**src/rtl/mcast_replicator.sv**
```systemverilog
// ============================================================================
//  Module   : mcast_replicator
//  Purpose  : Multicast/broadcast replicator that expands a packet into
//             unicast copies and skips the faulty node.
//  Revision : 1.0 - initial release
// ============================================================================
`default_nettype none

module mcast_replicator #(
    parameter logic [2:0] LOCAL_X = 3'd0,
    parameter logic [2:0] LOCAL_Y = 3'd0,
    parameter int         DATA_W  = 32
) (
    input  logic              clk,
    input  logic              rst,
    input  logic              in_valid,
    output logic              in_ready,
    input  logic [2:0]        in_tgt_x,
    input  logic [2:0]        in_tgt_y,
    input  logic [2:0]        in_src_x,
    input  logic [2:0]        in_src_y,
    input  logic [1:0]        in_pkt_type,
    input  logic [DATA_W-1:0] in_payload,
    input  logic              pg_en,
    input  logic [2:0]        pg_node_x,
    input  logic [2:0]        pg_node_y,
    output logic              out_valid,
    input  logic              out_ready,
    output logic [2:0]        out_tgt_x,
    output logic [2:0]        out_tgt_y,
    output logic [2:0]        out_src_x,
    output logic [2:0]        out_src_y,
    output logic [1:0]        out_pkt_type,
    output logic [DATA_W-1:0] out_payload,
    output logic              busy,
    output logic              repl_done
);

    typedef enum logic [1:0] {
        S_IDLE = 2'd0,
        S_PASS = 2'd1,
        S_REPL = 2'd2
    } state_t;

    // Copy index space: y for column, x for row, {y,x} for broadcast.
    // Returns {hit, skip_index}.
    function automatic logic [6:0] skip_of(input logic [1:0] pt, input logic [2:0] tx,
                                           input logic [2:0] ty, input logic [2:0] px,
                                           input logic [2:0] py);
        case (pt)
            2'b01:   skip_of = {px == tx, 3'd0, py};
            2'b10:   skip_of = {py == ty, 3'd0, px};
            2'b11:   skip_of = {1'b1, py, px};
            default: skip_of = 7'd0;
        endcase
    endfunction

    function automatic logic [5:0] max_of(input logic [1:0] pt);
        max_of = (pt == 2'b11) ? 6'd63 : 6'd7;
    endfunction

    // Returns the copy target as {y, x}.
    function automatic logic [5:0] copy_tgt(input logic [1:0] pt, input logic [2:0] tx,
                                            input logic [2:0] ty, input logic [5:0] idx);
        case (pt)
            2'b01:   copy_tgt = {idx[2:0], tx};
            2'b10:   copy_tgt = {ty, idx[2:0]};
            default: copy_tgt = idx;
        endcase
    endfunction

    state_t            r_state, w_nxt_state;
    logic [5:0]        r_idx, w_nxt_idx;
    logic [1:0]        r_type, w_nxt_type;
    logic [2:0]        r_tgt_x, r_tgt_y, r_pg_x, r_pg_y;
    logic [2:0]        w_nxt_tgt_x, w_nxt_tgt_y, w_nxt_pg_x, w_nxt_pg_y;
    logic              r_out_valid, w_nxt_out_valid;
    logic [2:0]        r_out_tgt_x, r_out_tgt_y, r_out_src_x, r_out_src_y;
    logic [2:0]        w_nxt_out_tgt_x, w_nxt_out_tgt_y, w_nxt_out_src_x, w_nxt_out_src_y;
    logic [1:0]        r_out_type, w_nxt_out_type;
    logic [DATA_W-1:0] r_out_payload, w_nxt_out_payload;
    logic              r_busy, w_nxt_busy, r_repl_done, w_nxt_repl_done;

    logic [6:0] w_in_skip, w_r_skip;
    logic [5:0] w_in_first, w_r_max, w_r_last, w_inc_idx, w_adv_idx;
    logic       w_accept, w_emit, w_last;

    always_comb begin
        w_in_skip  = skip_of(in_pkt_type, in_tgt_x, in_tgt_y, pg_node_x, pg_node_y);
        w_in_first = (w_in_skip[6] && (w_in_skip[5:0] == 6'd0)) ? 6'd1 : 6'd0;
        w_r_skip   = skip_of(r_type, r_tgt_x, r_tgt_y, r_pg_x, r_pg_y);
        w_r_max    = max_of(r_type);
        w_r_last   = (w_r_skip[6] && (w_r_skip[5:0] == w_r_max)) ? w_r_max - 6'd1 : w_r_max;
        w_inc_idx  = r_idx + 6'd1;
        w_adv_idx  = (w_r_skip[6] && (w_inc_idx == w_r_skip[5:0])) ? r_idx + 6'd2 : w_inc_idx;
        w_last     = (r_idx == w_r_last);
        w_emit     = r_out_valid & out_ready;

        case (r_state)
            S_IDLE:  in_ready = 1'b1;
            S_PASS:  in_ready = out_ready;
            S_REPL:  in_ready = w_last & out_ready;
            default: in_ready = 1'b0;
        endcase
        w_accept = in_valid & in_ready;
    end

    always_comb begin
        w_nxt_state       = r_state;
        w_nxt_idx         = r_idx;
        w_nxt_type        = r_type;
        w_nxt_tgt_x       = r_tgt_x;
        w_nxt_tgt_y       = r_tgt_y;
        w_nxt_pg_x        = r_pg_x;
        w_nxt_pg_y        = r_pg_y;
        w_nxt_out_valid   = r_out_valid;
        w_nxt_out_tgt_x   = r_out_tgt_x;
        w_nxt_out_tgt_y   = r_out_tgt_y;
        w_nxt_out_src_x   = r_out_src_x;
        w_nxt_out_src_y   = r_out_src_y;
        w_nxt_out_type    = r_out_type;
        w_nxt_out_payload = r_out_payload;
        w_nxt_repl_done   = 1'b0;

        case (r_state)
            S_PASS: begin
                if (w_emit) begin
                    w_nxt_state     = S_IDLE;
                    w_nxt_out_valid = 1'b0;
                end
            end
            S_REPL: begin
                if (w_emit && w_last) begin
                    w_nxt_repl_done = 1'b1;
                    w_nxt_state     = S_IDLE;
                    w_nxt_out_valid = 1'b0;
                end else if (w_emit) begin
                    w_nxt_idx = w_adv_idx;
                    {w_nxt_out_tgt_y, w_nxt_out_tgt_x} = copy_tgt(r_type, r_tgt_x, r_tgt_y, w_adv_idx);
                end
            end
            default: w_nxt_state = S_IDLE;
        endcase

        // A new packet may overwrite the output in the same cycle the old one leaves.
        if (w_accept) begin
            w_nxt_out_valid   = 1'b1;
            w_nxt_out_src_x   = in_src_x;
            w_nxt_out_src_y   = in_src_y;
            w_nxt_out_payload = in_payload;
            w_nxt_type        = in_pkt_type;
            w_nxt_tgt_x       = in_tgt_x;
            w_nxt_tgt_y       = in_tgt_y;
            w_nxt_pg_x        = pg_node_x;
            w_nxt_pg_y        = pg_node_y;
            if (pg_en && (in_pkt_type != 2'b00)) begin
                w_nxt_state    = S_REPL;
                w_nxt_idx      = w_in_first;
                w_nxt_out_type = 2'b00;
                {w_nxt_out_tgt_y, w_nxt_out_tgt_x} = copy_tgt(in_pkt_type, in_tgt_x, in_tgt_y, w_in_first);
            end else begin
                w_nxt_state     = S_PASS;
                w_nxt_idx       = 6'd0;
                w_nxt_out_type  = in_pkt_type;
                w_nxt_out_tgt_x = in_tgt_x;
                w_nxt_out_tgt_y = in_tgt_y;
            end
        end
        w_nxt_busy = (w_nxt_state == S_REPL);
    end

    always_ff @(posedge clk or posedge rst) begin
        if (rst) begin
            r_state       <= S_IDLE;
            r_idx         <= 6'd0;
            r_type        <= 2'b00;
            r_tgt_x       <= 3'd0;
            r_tgt_y       <= 3'd0;
            r_pg_x        <= 3'd0;
            r_pg_y        <= 3'd0;
            r_out_valid   <= 1'b0;
            r_out_tgt_x   <= 3'd0;
            r_out_tgt_y   <= 3'd0;
            r_out_src_x   <= 3'd0;
            r_out_src_y   <= 3'd0;
            r_out_type    <= 2'b00;
            r_out_payload <= '0;
            r_busy        <= 1'b0;
            r_repl_done   <= 1'b0;
        end else begin
            r_state       <= w_nxt_state;
            r_idx         <= w_nxt_idx;
            r_type        <= w_nxt_type;
            r_tgt_x       <= w_nxt_tgt_x;
            r_tgt_y       <= w_nxt_tgt_y;
            r_pg_x        <= w_nxt_pg_x;
            r_pg_y        <= w_nxt_pg_y;
            r_out_valid   <= w_nxt_out_valid;
            r_out_tgt_x   <= w_nxt_out_tgt_x;
            r_out_tgt_y   <= w_nxt_out_tgt_y;
            r_out_src_x   <= w_nxt_out_src_x;
            r_out_src_y   <= w_nxt_out_src_y;
            r_out_type    <= w_nxt_out_type;
            r_out_payload <= w_nxt_out_payload;
            r_busy        <= w_nxt_busy;
            r_repl_done   <= w_nxt_repl_done;
        end
    end

    assign out_valid    = r_out_valid;
    assign out_tgt_x    = r_out_tgt_x;
    assign out_tgt_y    = r_out_tgt_y;
    assign out_src_x    = r_out_src_x;
    assign out_src_y    = r_out_src_y;
    assign out_pkt_type = r_out_type;
    assign out_payload  = r_out_payload;
    assign busy         = r_busy;
    assign repl_done    = r_repl_done;

endmodule

`default_nettype wire

```
**config.mk**
```make
export PLATFORM = sky130hd
export DESIGN_NAME = mcast_replicator
export DESIGN_NICKNAME = d
export VERILOG_FILES = /design/src/rtl/mcast_replicator.sv
export SDC_FILE = /design/constraint.sdc
export NUM_CORES = 1
export LEC_CHECK = 0
export CAP_MARGIN = 5
export CORE_MARGIN = 2
export CORE_UTILIZATION = 49
export DETAILED_ROUTE_END_ITERATION = 8
export HOLD_SLACK_MARGIN = 0.03
export PLACE_DENSITY = 0.86
export SLEW_MARGIN = 25
export SYNTH_ARGS = -nofsm -noshare
export SYNTH_HDL_FRONTEND = slang
export SYNTH_SLANG_ARGS = --single-unit
```
**constraint.sdc**
```tcl
create_clock -name clk -period 3.3 [get_ports clk]
set_clock_uncertainty 0.05 [all_clocks]
set_input_delay 0.495 -clock clk [delete_from_list [all_inputs] [get_ports clk]]
set_output_delay 0.495 -clock clk [all_outputs]
set_load 0.03 [all_outputs]
```
Word-level counts from Yosys, hierarchy flattened
Cells that the tools add are included.
{"block": "classes", "n_mux": 36, "eq_ne": 19, "n_addsub": 3, "bitwise_logic": 3, "n_reduce_logical": 13}
{"cell": "6-bit two-way mux", "n": 7}
{"cell": "7-bit one-hot mux with 3 select lines", "n": 2}
{"cell": "3-bit two-way mux", "n": 10}
{"cell": "6-bit one-hot mux with 2 select lines", "n": 2}
{"cell": "6-bit == test", "n": 3}
{"cell": "2-bit == test (second input constant)", "n": 6}
{"cell": "3-bit == test", "n": 4}
{"cell": "2-bit two-way mux", "n": 5}
{"cell": "1-bit two-way mux", "n": 7}
{"cell": "6-bit by 1-bit adder with 6-bit output (second input constant)", "n": 1}
{"cell": "6-bit by 2-bit adder with 6-bit output (second input constant)", "n": 1}
{"cell": "2-bit by 1-bit == test with 1-bit output (second input constant)", "n": 3}
{"cell": "6-bit logical NOT", "n": 1}
{"cell": "3-bit != test (second input constant)", "n": 2}
{"cell": "3-bit AND reduction", "n": 2}
{"cell": "2-bit nonzero test", "n": 3}
{"cell": "6-bit by 1-bit subtractor with 6-bit output (second input constant)", "n": 1}
{"cell": "1-bit logical AND", "n": 5}
{"cell": "2-bit one-hot mux with 2 select lines", "n": 1}
{"cell": "1-bit AND", "n": 3}
{"cell": "1-bit one-hot mux with 3 select lines", "n": 1}
{"cell": "3-bit nonzero test", "n": 1}
{"cell": "2-bit logical NOT", "n": 1}
{"cell": "2-bit != test (second input constant)", "n": 1}
{"cell": "1-bit one-hot mux with 2 select lines", "n": 1}
{"block": "totals", "input_bits": 57, "output_inout_bits": 50, "elab_cells": 90, "reg_bits": 71}

Longest topological paths before layout
Gate-level depths: netlist (run 1).
{"block": "depth", "word_depth": 11, "mapped_depth": 14, "depth_no_buf": 10}

Worst setup path after synthesis (run 1)
No wires, ideal clock.
{"block": "synth_timing", "path_type": "register to output", "startpoint": "register r_type[1]", "endpoint": "output port in_ready", "setup_slack_ps": 483, "arrival_ps": 2272, "required_time_ps": 2755, "n_path_buf": 1, "stages_incl_launch_ff": 12, "path_cell_list": "dfrtp_1 -> inv_1 -> ha_1 -> buf_2 -> nand2b_1 -> nor4_2 -> o211ai_2 -> xor2_2 -> nor2_2 -> a21o_1 -> a21oi_1 -> nor2_1"}
{"block": "synth_via", "elab_chain_len": 8, "elab_cells_between_ends": 12, "cone_classes": "1 x add/sub; 5 x eq/ne; 4 x mux; 1 x bitwise; 1 x reduce/logical"}
{"item": "start, declared", "line_no": "74", "text": "logic [1:0] r_type, w_nxt_type;"}
{"item": "start signal, assigned", "line_no": "193", "text": "r_type <= w_nxt_type;"}
{"item": "parallel branches: the longest is 4 deep, another holds 6-bit by 1-bit subtractor with 6-bit output"}
{"item": "6-bit two-way mux (*)", "line_no": "93", "text": "w_r_last = (w_r_skip[6] && (w_r_skip[5:0] == w_r_max)) ? w_r_max - 6'd1 : w_r_max;"}
{"item": "6-bit == test (*)", "line_no": "96", "text": "w_last = (r_idx == w_r_last);"}
{"item": "1-bit AND (*)", "line_no": "102", "text": "S_REPL: in_ready = w_last & out_ready;"}
{"item": "1-bit one-hot mux with 3 select lines (*)", "line_no": "99", "text": "case (r_state)"}
{"item": "end, declared", "line_no": "17", "text": "output logic in_ready,"}
Mark *: on every way between the ends.

Worst setup path after layout (run 1)
Ends and elaborated chain as after synthesis.

==> results of run 1 <==
==> registers in the layout, indices dropped and copies added, names as in the netlist, 2 cells and up <==
register	cells
out_src_x	3
r_pg_y	3
out_tgt_y	3
out_payload	32
out_src_y	3
r_type	2
out_tgt_x	3
out_pkt_type	2
r_tgt_x	3
r_state	2
r_idx	6
r_pg_x	3
r_tgt_y	3
==> cell usage in the layout, fill, tap and decap left out, drive strengths merged, types with 11 or more instances in the layout <==
cell type and count:
o21ai 16, mux2 54, dfrtp 71, nor2 15, clkdlybuf4s50 105, xnor2 12
ha 15, nand2 25, inv 18, nand3 11
==> final timing paths <==
path,end,cells past startpoint,startpoint
worst max-delay path,in_ready,11,r_type[1]
worst min-delay path,out_payload[15],1,out_payload[15]
worst max register to register,r_pg_x[1],10,r_type[1]
worst min register to register,out_payload[15],1,out_payload[15]
max in group asynchronous,repl_done,3,rst
min in group asynchronous,out_payload[25],2,rst
==> kinds of logic (layout without fill, tap and decap cells) <==
group / after synthesis / after routing / synth area share (%)
AO/OA/AOI/OAI: 69 / 69 / 13.2
XOR/XNOR: 23 / 23 / 5.65
buffers and inverters: 33 / 145 / 4.67
adder cells (fa/ha/maj): 15 / 15 / 4.76
AND/OR/NAND/NOR: 82 / 82 / 10.6
multiplexers: 56 / 56 / 16.0
flip-flops: 71 / 71 / 45.1
==> worst reg2reg max path: cells and delay by family (launching register included) <==
family	cells	cell delay, ns
buf+inv	2	0.36
xor+xnor	1	0.21
compound gates	3	0.78
simple gates	2	0.34
mux	1	0.46
fa+ha+maj	1	0.25
flops	1	0.40
==> layout make-up <==
type	instances	area share, %
multi-input combinational	245	37.7
sequential	71	33.5
timing repair buffer	114	21.5
tap	102	2.40
clock buffer	9	2.33
clock inverter	7	1.48
inverter	15	1.06
==> what timing repair did <==
action,in CTS,in global routing
pin swaps,1,0
setup endpoints to repair,1,1
hold buffers,0,0
buffers inserted,1,2
gates resized for setup,4,1
endpoints found under the hold margin,0,0
==> stage by stage <==
stage / utilization [%] / instance area (um2) / hold slack, ns / cells / TNS, ns
finish: 68.4 / 5310 / 0.462 / 563 / 0
floorplan: - / 3940 / 0.471 / 349 / 0
global placement: 65.2 / 5060 / 0.438 / 544 / 0
detailed placement: 65.2 / 5060 / 0.444 / 544 / 0
global route: 68.4 / 5310 / 0.484 / 563 / -0.00477
CTS: 68.1 / 5290 / 0.464 / 561 / 0
==> synthesized netlist by cell type, drive strengths merged, types with 2 or more instances <==
master,count
nor2b,4
and2,2
a31o,2
nor4,2
o21bai,2
a21o,2
nand2b,6
xnor2,12
or3,3
clkbuf,3
mux2i,2
a22o,4
nor2,15
dfrtp,71
and3,2
inv,15
mux2,54
nand4,3
ha,15
o211ai,2
nor3,5
a21oi,10
o21ai,16
nand2,25
a22oi,4
o31ai,5
nand3,11
xor2,10
o32ai,3
a211oi,3
buf,15
==> power groups by stage <==
stage,combinational (W),sequential [W],clock [W]
after floorplan,0.000540,0.00146,0
after detailed placement,0.00129,0.00121,0
after global placement,0.00126,0.00119,0
final,0.00134,0.00119,0.000729
after global routing,0.00142,0.00121,0.000781
after CTS,0.00132,0.00119,0.000745
==> routing by layer <==
layer | track usage [%] | up-vias | wire, um
li1 | - | 1464 | -
met3 | 10.0 | 22 | 1030
met5 | 0 | - | 0
met2 | 40.3 | 145 | 4970
met1 | 29.1 | 1545 | 3920
met4 | 8.21 | 0 | 243
==> impl_metrics.json, run 1 <==
{
  "status": "completed",
  "clock_latency_ns": 0.35,
  "p_seq_share_pct": 36.6,
  "power.leakage_nw": 2.19,
  "num_antenna_cells": 0,
  "fin_crit_sh_pct": 96.2,
  "crit_fanout": 11,
  "dp_hpwl_um": 7310,
  "finalMaxSlewViolations": 0,
  "ff_latch_area_um2": 1780,
  "r2r_setup_slack_ns": 0.34,
  "avgSynthCellArea_um2": 11.3,
  "cp_top_family": "compound AO/OA/AOI/OAI gates",
  "numCtsBuffers": 9,
  "pwr-share-comb_pct": 41.0,
  "setup-violations-final": 0,
  "dp_slack_ns": 0.192,
  "cts-htree-levels": 3,
  "switchingPower_w": 0.00123,
  "grt_pass1_wl_um": 16500,
  "overflow": 0,
  "p_per_area_nw_per_um2": 613,
  "grt_pass1_vias": 3377,
  "final_antenna_net_count": 0,
  "routabilityCongestion": 0.920,
  "vias": 3176,
  "die_h_um": 93.7,
  "synth_seq_cells": 71,
  "antenna_found_initial": 0,
  "synthTopCellsByArea": "dfrtp_1 (45%), mux2_2 (15%), ha_1 (4.8%), xnor2_1 (2.7%), nand2_1 (2.4%)",
  "synth_top_area_share_pct": 45.1,
  "post-route-min-period_ns": 3.18,
  "fin_ws_ns": 0.125,
  "die-width_um": 93.7,
  "grt_max_degree": 62,
  "power_w": 0.00326,
  "power_frac_clock_pct": 22.4,
  "crit_type": "flip-flop to primary output",
  "root_buffer": "clkbuf_8",
  "required_ns": 2.75,
  "wirelength_um": 10200,
  "cap_violations": 0,
  "synth_top_cell_by_area": "dfrtp_1",
  "internal_power_w": 0.00203,
  "drive_gt1_share_pct": 21.3,
  "async_flop_share_pct": 100,
  "rows": 32,
  "ios": 107,
  "num-fill-cells": 558,
  "peakVddDrop_mv": 0.405,
  "cts_num_sinks": 71,
  "worstSetupEndpointType": "primary output",
  "max_slew_margin_pct": 48.1,
  "syn-num-nets": 421,
  "syn-instance-count": 349,
  "hold_path_class": "flip-flop to flip-flop",
  "final_nets": 528,
  "synth_cell_types": 66,
  "max_stage_delay_ns": 0.40,
  "ys.flop_type": "dfrtp_1",
  "yosysWarningCount": 0,
  "port_buffers": 106,
  "finalHoldViolCount": 0,
  "cp_slowest_cell": "dfrtp_2",
  "clkSlewWorstSetupHoldPaths_ns": 0.09,
  "cp-start-kind": "flip-flop",
  "syn-cell-area_um2": 3940,
  "wl_per_cell_um": 18.1,
  "clk_path_buf_depth": 2,
  "design.die.area_um2": 8770,
  "core_um2": 7770,
  "synth_edf_count": 0,
  "multiInputGateArea_um2": 2010,
  "syn_to_final_growth_pct": 34.9,
  "drtPass1Iterations": 6,
  "switching_share_pct": 37.8,
  "yosysSeqAreaShare_pct": 45.1,
  "cp.buffers_inverters": 2,
  "worst_pin_slew_ns": 0.777,
  "max_clock_freq_mhz": 315,
  "grt_use_total_pct": 24.5,
  "remaining_drc_errors": 0,
  "cp_cell_sequence": "inv_1 -> ha_2 -> nand2b_1 -> o41ai_4 -> o211ai_2 -> xor2_2 -> nor2_2 -> a21o_1 -> a21oi_1 -> nor2_1 -> buf_4",
  "vias_per_cell": 5.64,
  "drt_iter0_markers": 269,
  "worst-endpoint-arrival_ns": 2.63,
  "initial_core_util_pct": 50.7,
  "cts_tree": "done"
}
Power figures use the tool's default switching activity.
==> run 2, diff against run 1 <==
--- a/config.mk
+++ b/config.mk
@@ -8,6 +8,7 @@
 export CAP_MARGIN = 5
 export CORE_MARGIN = 2
 export CORE_UTILIZATION = 49
+export CTS_CLUSTER_SIZE = 10
 export DETAILED_ROUTE_END_ITERATION = 8
 export HOLD_SLACK_MARGIN = 0.03
 export PLACE_DENSITY = 0.86
==> results of run 2 <==
Final layout, timing and power as in run 1 (identical DEF).
==> run 3, diff against run 2 <==
==> constraint.sdc (replaced) <==
create_clock -name clk -period 3.5 [get_ports clk]
set_clock_uncertainty 0.05 [all_clocks]
set_input_delay 0.525 -clock clk [delete_from_list [all_inputs] [get_ports clk]]
set_output_delay 0.525 -clock clk [all_outputs]
set_load 0.03 [all_outputs]
==> impl_metrics.json, run 3 (same netlist as run 1, synthesis figures left out) <==
{
  "status": "completed",
  "power_w": 0.00300,
  "cp-start-kind": "flip-flop",
  "die_h_um": 93.7,
  "num_antenna_cells": 0,
  "cp_cell_sequence": "inv_1 -> ha_2 -> buf_4 -> nand2b_1 -> o41ai_4 -> o211ai_2 -> xor2_2 -> nor2_2 -> a21o_1 -> a21oi_1 -> nor2_1 -> clkbuf_2",
  "peakVddDrop_mv": 0.396,
  "min_from": "out_payload[13]",
  "final_common_cell": "clkdlybuf4s50_1",
  "pwr-share-comb_pct": 41.9,
  "grt_pass1_wl_um": 16300,
  "r2r_end": "out_tgt_y[2]",
  "final_antenna_net_count": 0,
  "crit_fanout": 9,
  "setup-violations-final": 0,
  "r2r_setup_slack_ns": 0.47,
  "p_per_area_nw_per_um2": 567,
  "drt_iter0_markers": 232,
  "grt_max_degree": 43,
  "required_ns": 2.92,
  "wl_per_cell_um": 17.6,
  "hold_depth": 1,
  "post-route-min-period_ns": 3.27,
  "die-width_um": 93.7,
  "max_stage_delay_ns": 0.45,
  "hold_path_class": "flip-flop to flip-flop",
  "cp_slowest_cell": "dfrtp_2",
  "wirelength_um": 9850,
  "core_um2": 7770,
  "remaining_drc_errors": 0,
  "overflow": 0,
  "finalHoldViolCount": 0,
  "max_slew_margin_pct": 50.4,
  "final_nets": 525,
  "worst-endpoint-arrival_ns": 2.69,
  "power.leakage_nw": 2.17,
  "rows": 32,
  "cap_violations": 0,
  "reg2reg_from": "r_type[0]",
  "cts_resized": 2,
  "cts_num_sinks": 71,
  "drtPass1Iterations": 6,
  "grt_setup_unrepaired": "false",
  "dp.cells": 544,
  "grt_use_total_pct": 24.0,
  "internal_power_w": 0.00188,
  "design.die.area_um2": 8770,
  "syn_to_final_growth_pct": 34.3,
  "antenna_found_initial": 0,
  "finalMaxSlewViolations": 0,
  "switching_share_pct": 37.4,
  "max_clock_freq_mhz": 306,
  "worstSetupEndpointType": "primary output",
  "p_seq_share_pct": 37.8,
  "cts_setup_buffers": 0,
  "worst_pin_slew_ns": 0.744,
  "vias_per_cell": 5.61,
  "postCtsHoldBufs": 0,
  "port_buffers": 106,
  "largest_reg_flops": 32,
  "clock_latency_ns": 0.35,
  "initial_core_util_pct": 50.7,
  "fin_crit_sh_pct": 93.4,
  "clkSlewWorstSetupHoldPaths_ns": 0.07,
  "routabilityCongestion": 0.918,
  "cts-htree-levels": 3,
  "switchingPower_w": 0.00112,
  "drive_gt1_share_pct": 20.6,
  "grt_pass1_vias": 3236,
  "numCtsBuffers": 9,
  "vias": 3137,
  "dp_hpwl_um": 7370,
  "hold_path_end": "out_payload[13]",
  "power_frac_clock_pct": 20.3,
  "finalSetupTns_ns": 0,
  "dp_slack_ns": 0.0501,
  "r2r_cells": 10,
  "fin_area_um2": 5290,
  "cts_tree": "done",
  "final_cells": 559,
  "clk_path_buf_depth": 2,
  "most-common-layout-cells": "clkdlybuf4s50_1 (105), dfrtp_1 (70), mux2_2 (53)",
  "root_buffer": "clkbuf_8",
  "crit_type": "flip-flop to primary output",
  "dpl-instance-area_um2": 5080,
  "fin_ws_ns": 0.231,
  "num-fill-cells": 595,
  "ios": 107
}
run 3: cell types whose count changed in the layout (fill, tap and decap cells not counted), sizes merged:
cell      delta
buf          -4
clkbuf       +4
inv          -3
bufinv       -1
clkinv       -1
clkinvlp     +1
run 3: layer usage:
metal	track usage [%]	vias up	wire length [um]
li1	-	1453	-
met1	29.9	1529	3920
met2	39.4	139	4810
met3	8.59	16	936
met4	7.25	0	180
met5	0	-	0
run 3: metrics by stage:
stage,hold slack (ns),utilization (%)
finish,0.456,68.1
global route,0.465,68.1
CTS,0.461,67.7
detailed placement,0.445,65.4
global placement,0.439,65.4
floorplan,0.471,-
run 3: area by class of cell:
type,count,area [um2],area share (%)
Inverter,15,56.3,1.06
Clock inverter,3,17.5,0.331
Clock buffer,12,165,3.12
Multi-Input combinational cell,245,2010,38.1
Timing Repair Buffer,111,1130,21.4
Tap cell,102,128,2.41
Sequential cell,71,1780,33.6
run 3: worst max path at each step:
| stage | from | to | slack [ns] | cells past startpoint |
|---|---|---|---|---|
| after detailed placement | r_type[1] | in_ready | 0.05 | 11 |
| after global placement | r_type[1] | in_ready | 0.19 | 11 |
| after CTS | r_type[1] | in_ready | 0.02 | 11 |
| final | r_type[1] | in_ready | 0.23 | 12 |
| after global routing | r_type[1] | in_ready | 0.06 | 12 |
| after floorplan | r_type[1] | in_ready | 0.65 | 11 |
run 3: critical path, delay by kind of cell, from the launching register on:
| kind | cells | cell delay (ns) |
|---|---|---|
| AOI/OAI and AO/OA | 4 | 0.60 |
| buffers and inverters | 3 | 0.49 |
| adders and majority gates | 1 | 0.22 |
| DFF | 1 | 0.45 |
| xor gates and xnor gates | 1 | 0.27 |
| and+or+nand+nor | 3 | 0.31 |
run 3: power by group through the flow:
stage / Sequential [W] / Combinational, W / Clock [W]
floorplan: 0.00138 / 0.000509 / 0
global placement: 0.00113 / 0.00119 / 0
detailed placement: 0.00114 / 0.00122 / 0
CTS: 0.00113 / 0.00123 / 0.000627
global route: 0.00115 / 0.00134 / 0.000659
finish: 0.00113 / 0.00126 / 0.000610
==> variant 1: new RTL, flow settings as in run 2 <==
Change the parameter `DATA_W` from 32 to 64.
--- a/src/rtl/mcast_replicator.sv
+++ b/src/rtl/mcast_replicator.sv
@@ -9,7 +9,7 @@
 module mcast_replicator #(
     parameter logic [2:0] LOCAL_X = 3'd0,
     parameter logic [2:0] LOCAL_Y = 3'd0,
-    parameter int         DATA_W  = 32
+    parameter int         DATA_W  = 64
 ) (
     input  logic              clk,
     input  logic              rst,
Interface: changed (resized in_payload and out_payload); port bits go from 107 to 171. The function was not compared with the original's and may differ.
==> variant 1 against run 2 <==
  * The run now ends with negative setup slack left
  * Power up 37%
  * Synthesized cell count rose by 22%
  * Wire length rose by 28%
  * First-iteration DRC count decreased by 26%
  * Area after synthesis grew 30%
  * Die area is 29% higher
  * Design area increased by 36%
  * Combinational power rose by 41%
  * Worst setup slack worse by 0.20 ns
  * Fmax fell by 6.0%
  * Register-to-register slack got worse by 0.16 ns
  * Sequential cell count rose by 32
  * Critical endpoint unchanged
==> variant 1: results (changes against run 2) <==
* GR Util All Layers at 0.232 (-0.0128)
* Setup slack after layout at -0.0790 ns (-0.203 ns)
* Max VDD drop at 0.371 mV (-8.6%)
* Fin Setup TNS at -0.0790 ns (-0.0790 ns)
* Setup WS pre-CTS at 0.235 ns (+0.0431 ns)
* Failing checks: negative setup slack
* Vias in the first global route at 4252 (+26%)
* Netlist cell types at 53 (-20%)
* Status: finished with violations
* Post-Layout Cell Count at 738 (+31%)
* Area contributors post-synth: dfrtp_1, mux2_2, mux2_1, ha_1, xnor2_1
* Crit-path max cell delay at 0.43 ns (+0.03 ns)
* HPWL after DPL at 9.39 mm (+29%)
* Sequential area share after synthesis at 0.504 (+0.0528)
* Final net count at 701 (+33%)
* Routing usage on met3 at 0.0681 (-0.0323)
* Critical Path AT at 2.83 ns (+0.20 ns)
* DP Cell Count at 720 (+32%)
* WL met3 at 1.04 mm (+1.3%)
* Syn_area_per_cell at 12.0 µm² (+6.4%)
* Post-synth top cells: dfrtp_1, mux2_2, mux2_1
* Slowest cell on the critical path: dfrtp_1
* Final setup fails at 1 (+1)
* Max reg flops at 64 (+100%)
* CP delay by family, top: simple AND/OR/NAND/NOR gates
* Reg2reg path depth at 11 (+1)
* GR Util met1 at 0.278 (-0.0124)
* Pin count of the biggest net entering global routing at 66 (+6.5%)
* P_leak at 2.92 nW (+33%)
* Starting DRT DRC Count at 200 (-26%)
* Vias/cell at 5.45 (-3.3%)
* Metal-1 WL at 5.03 mm (+28%)
* First-pass DRT Iterations at 4 (-2)
* Buffers on Ports at 170 (+60%)
* Crit path max fanout at 8 (-3)
## variant 1: cell types whose count changed in the layout (fill, tap and decap cells not counted), moves of 6 or more
| cell | run 2 | this run |
|---|---|---|
| clkdlybuf4s50_1 | 105 | 169 |
| dfrtp_1 | 70 | 102 |
| mux2_1 | 0 | 43 |
| mux2_2 | 53 | 44 |
| nand2_1 | 25 | 35 |
| xnor2_1 | 12 | 18 |
## variant 1: final timing paths
path	start	to	slack (ns)
max	r_type[0]$_DFFE_PP0N_	in_ready	-0.08
min	out_payload[26]$_DFFE_PP0N_	out_payload[26]$_DFFE_PP0N_	0.44
max reg2reg	r_type[0]$_DFFE_PP0N_	r_idx[5]$_DFFE_PP0P_	0.18
min reg2reg	out_payload[26]$_DFFE_PP0N_	out_payload[26]$_DFFE_PP0N_	0.44
max in group asynchronous	rst	out_payload[32]$_DFFE_PP0N_	1.83
min in group asynchronous	rst	out_payload[13]$_DFFE_PP0N_	0.58
## variant 1: kinds of logic (layout without fill, tap and decap cells)
group	count (synthesis)	after routing	share of synthesized area
simple gates	97	97	0.0925
fa+ha+maj	15	15	0.0367
compound gates	66	66	0.0927
xor+xnor	23	23	0.0394
flops	103	103	0.504
mux	88	88	0.194
buf+inv	34	210	0.0404
## variant 1: power by group through the flow
stage          combinational, mW  clock [mW]  sequential [mW]
2_1_floorplan              0.634           0             2.18
6_report                    1.89       0.844             1.72
3_5_place_dp                1.83           0             1.74
4_1_cts                     1.85       0.860             1.72
5_1_grt                     2.00       0.915             1.76
3_3_place_gp                1.80           0             1.73
## variant 1: layout make-up
class / count / area [µm²]
Inverter: 13 / 53.8
Timing Repair Buffer: 181 / 1810
Clock inverter: 7 / 88.8
Tap cell: 136 / 170
Multi-Input combinational cell: 289 / 2380
Clock buffer: 9 / 124
Sequential cell: 103 / 2580
Fill cell: 704 / 3020
==> variant 2: new RTL, flow settings as in run 2 <==
Without the edit above. Make the reset (`rst`) synchronous in one clocked block.
--- a/src/rtl/mcast_replicator.sv
+++ b/src/rtl/mcast_replicator.sv
@@ -169,7 +169,7 @@
         w_nxt_busy = (w_nxt_state == S_REPL);
     end
 
-    always_ff @(posedge clk or posedge rst) begin
+    always_ff @(posedge clk) begin
         if (rst) begin
             r_state       <= S_IDLE;
             r_idx         <= 6'd0;
Formal check against the unedited RTL: differs if rst is asserted again (counterexample within 4 cycles, from zero or initial values and one cycle with rst high); with rst held inactive, the same outputs for 10 cycles.
==> variant 2 against run 2 <==
  * First-iteration DRC count increased by 0.37%
  * Worst setup slack improved by 0.0066 ns
  * Area after synthesis decreased by 5.5%
  * Wire length increased by 3.0%
  * Sequential cell count unchanged
  * Utilization increased by 2.2 points
  * Design area decreased by 3.1%
Power is not compared: it rests on default switching activity, and its combinational part moved more than twofold at a synthesized area within 25%.
==> variant 2: results (changes against run 2) <==
* # diodes at 0 (unchanged)
* Pin count of the biggest net entering global routing at 41 (-34%)
* Worst-path clk slew at approximately 0.080 ns
* GR Util All Layers at 0.261 (+0.0164)
* Worst reg-to-reg setup slack at 0.23 ns (-0.11 ns)
* Worst reg2reg startpoint: r_type[1]$_SDFFE_PP0N_
* Relative slew slack at 0.629 (+0.147)
* Max VDD drop at between 0.2 and 0.3 mV
* Sequential area share after synthesis at 0.382 (-0.0692)
* CTS buffer count at 9 (unchanged)
* Critical Path AT at 2.62 ns (about the same)
* Setup bufs post-CTS at 0 (-1)
* HP Start: out_payload[6]$_SDFFE_PP0N_
* First-pass DRT Iterations at 4 (-2)
* Hold Path Class: register to register
* Vias/cell at 5.47 (-3.1%)
* Final hold slack at 0.450 ns (-0.0119 ns)
* Reg2reg path depth at 11 (+1)
* Syn nets at 481 (+14%)
* Status: complete, no violations
* H-Tree Level Count at 3 (unchanged)
* Fin Setup TNS at 0 ns (unchanged)
* WHS Path Cells at 2 (+1)
* Max reg flops at 32 (unchanged)
* Final GP Congestion at 0.925 (+0.51%)
* Share of layout cells above drive strength 1 at 0.0869 (-0.126)
* Initial antenna violation count at 0 (unchanged)
* Area contributors post-synth: dfxtp_1, mux2i_1, nor2_1, ha_1, xor2_1
* Crit path max fanout at 10 (-1)
* Hold endpoint: out_payload[6]$_SDFFE_PP0N_
* P_leak at between 2 and 2.5 nW
* HPWL after DPL at 7.75 mm (+6.1%)
* Post-synth top cells: nor2_1, dfxtp_1, mux2i_1
* Drt total wl at 10.5 mm (+3.0%)
* RR Endpoint: out_payload[11]$_SDFFE_PP0N_
* CTS max path bufs at 2 (unchanged)
* CTS Root Cell: clkbuf_8
* Final net count at 585 (+11%)
* First-pass GRT wire length at 17.4 mm (+5.1%)
* Netlist cell types at 53 (-20%)
* Clock Latency Late Sink at 0.36 ns
* Internal power at 1.51 mW
* Vias in the first global route at 3590 (+6.3%)
* Buffers on Ports at 106 (unchanged)
* FFs w/ async S/R, synth at 0 (-1.00)
* Post-DP Area at 4930 µm² (-2.6%)
* Starting DRT DRC Count at 270 (+0.37%)
* Synth Flop Type: dfxtp_1
* Synth warn at 0 (unchanged)
[variant 2: changes by cell type after synthesis, sizes merged, moves of 7 or more]
cell and change:
dfxtp +71, mux2 -54, a21oi +8, nand2 -7, mux2i +53, dfrtp -71
clkbuf +10, nor2 +59
[variant 2: how the worst max path moves through the flow]
stage,from,endpoint,cells past startpoint
after floorplan,r_type[1]$_SDFFE_PP0N_,out_payload[0]$_SDFFE_PP0N_,13
after global placement,r_type[1]$_SDFFE_PP0N_,out_tgt_y[2]$_SDFFE_PP0P_,11
after detailed placement,r_type[1]$_SDFFE_PP0N_,out_payload[11]$_SDFFE_PP0N_,11
after CTS,r_type[1]$_SDFFE_PP0N_,in_ready,8
after global routing,r_type[1]$_SDFFE_PP0N_,in_ready,8
final,r_type[1]$_SDFFE_PP0N_,in_ready,8
[variant 2: kinds of logic (layout without fill, tap and decap cells)]
family | Yosys count | after routing | synth area share
xor+xnor | 23 | 23 | 0.0652
flops | 71 | 71 | 0.382
mux | 55 | 55 | 0.148
buf+inv | 39 | 148 | 0.0471
fa+ha+maj | 15 | 15 | 0.0504
compound gates | 68 | 68 | 0.129
simple gates | 138 | 138 | 0.178
[variant 2: routing by layer]
layer,vias up,GRT usage,wire (µm)
met5,-,0,0
met4,0,0.0997,240
met3,25,0.107,927
met2,126,0.444,5110
met1,1587,0.291,4200
li1,1634,-,-
[variant 2: power groups by stage]
stage          registers, mW  clock network [mW]  logic, mW
2_1_floorplan           1.04                   0      0.213
3_3_place_gp           0.972                   0      0.495
3_5_place_dp           0.976                   0      0.506
4_1_cts                0.958               0.718      0.512
5_1_grt                0.965               0.752      0.549
6_report               0.959               0.710      0.513
[variant 2: area by class of cell]
| class | count | area, µm² |
|---|---|---|
| Fill cell | 551 | 2140 |
| Clock buffer | 10 | 128 |
| Sequential cell | 71 | 1420 |
| Tap cell | 99 | 124 |
| Timing Repair Buffer | 119 | 1200 |
| Clock inverter | 6 | 68.8 |
| Inverter | 13 | 48.8 |
| Multi-Input combinational cell | 299 | 2160 |
[variant 2: critical path: stages (launching register included)]
cell and delay [ns]:
dfxtp_2 0.43, ha_2 0.27, and4_1 0.21, o211ai_1 0.25
or3_1 0.43, mux2i_2 0.27, nor3_1 0.09, nor2_1 0.14
buf_4 0.18
[variant 2: through the flow]
stage                     cells  setup WS (ns)
after floorplan             409          0.419
after global placement      601          0.312
after detailed placement    601          0.123
after CTS                   617          0.113
after global routing        617         0.0196
final                       617          0.131
[variant 2: what timing repair did]
| item | 4_1_cts | 5_1_grt |
|---|---|---|
| endpoints found under the setup margin | 1 | 2 |
| hold buffers | 0 | 0 |
| gates resized for setup | 2 | 5 |
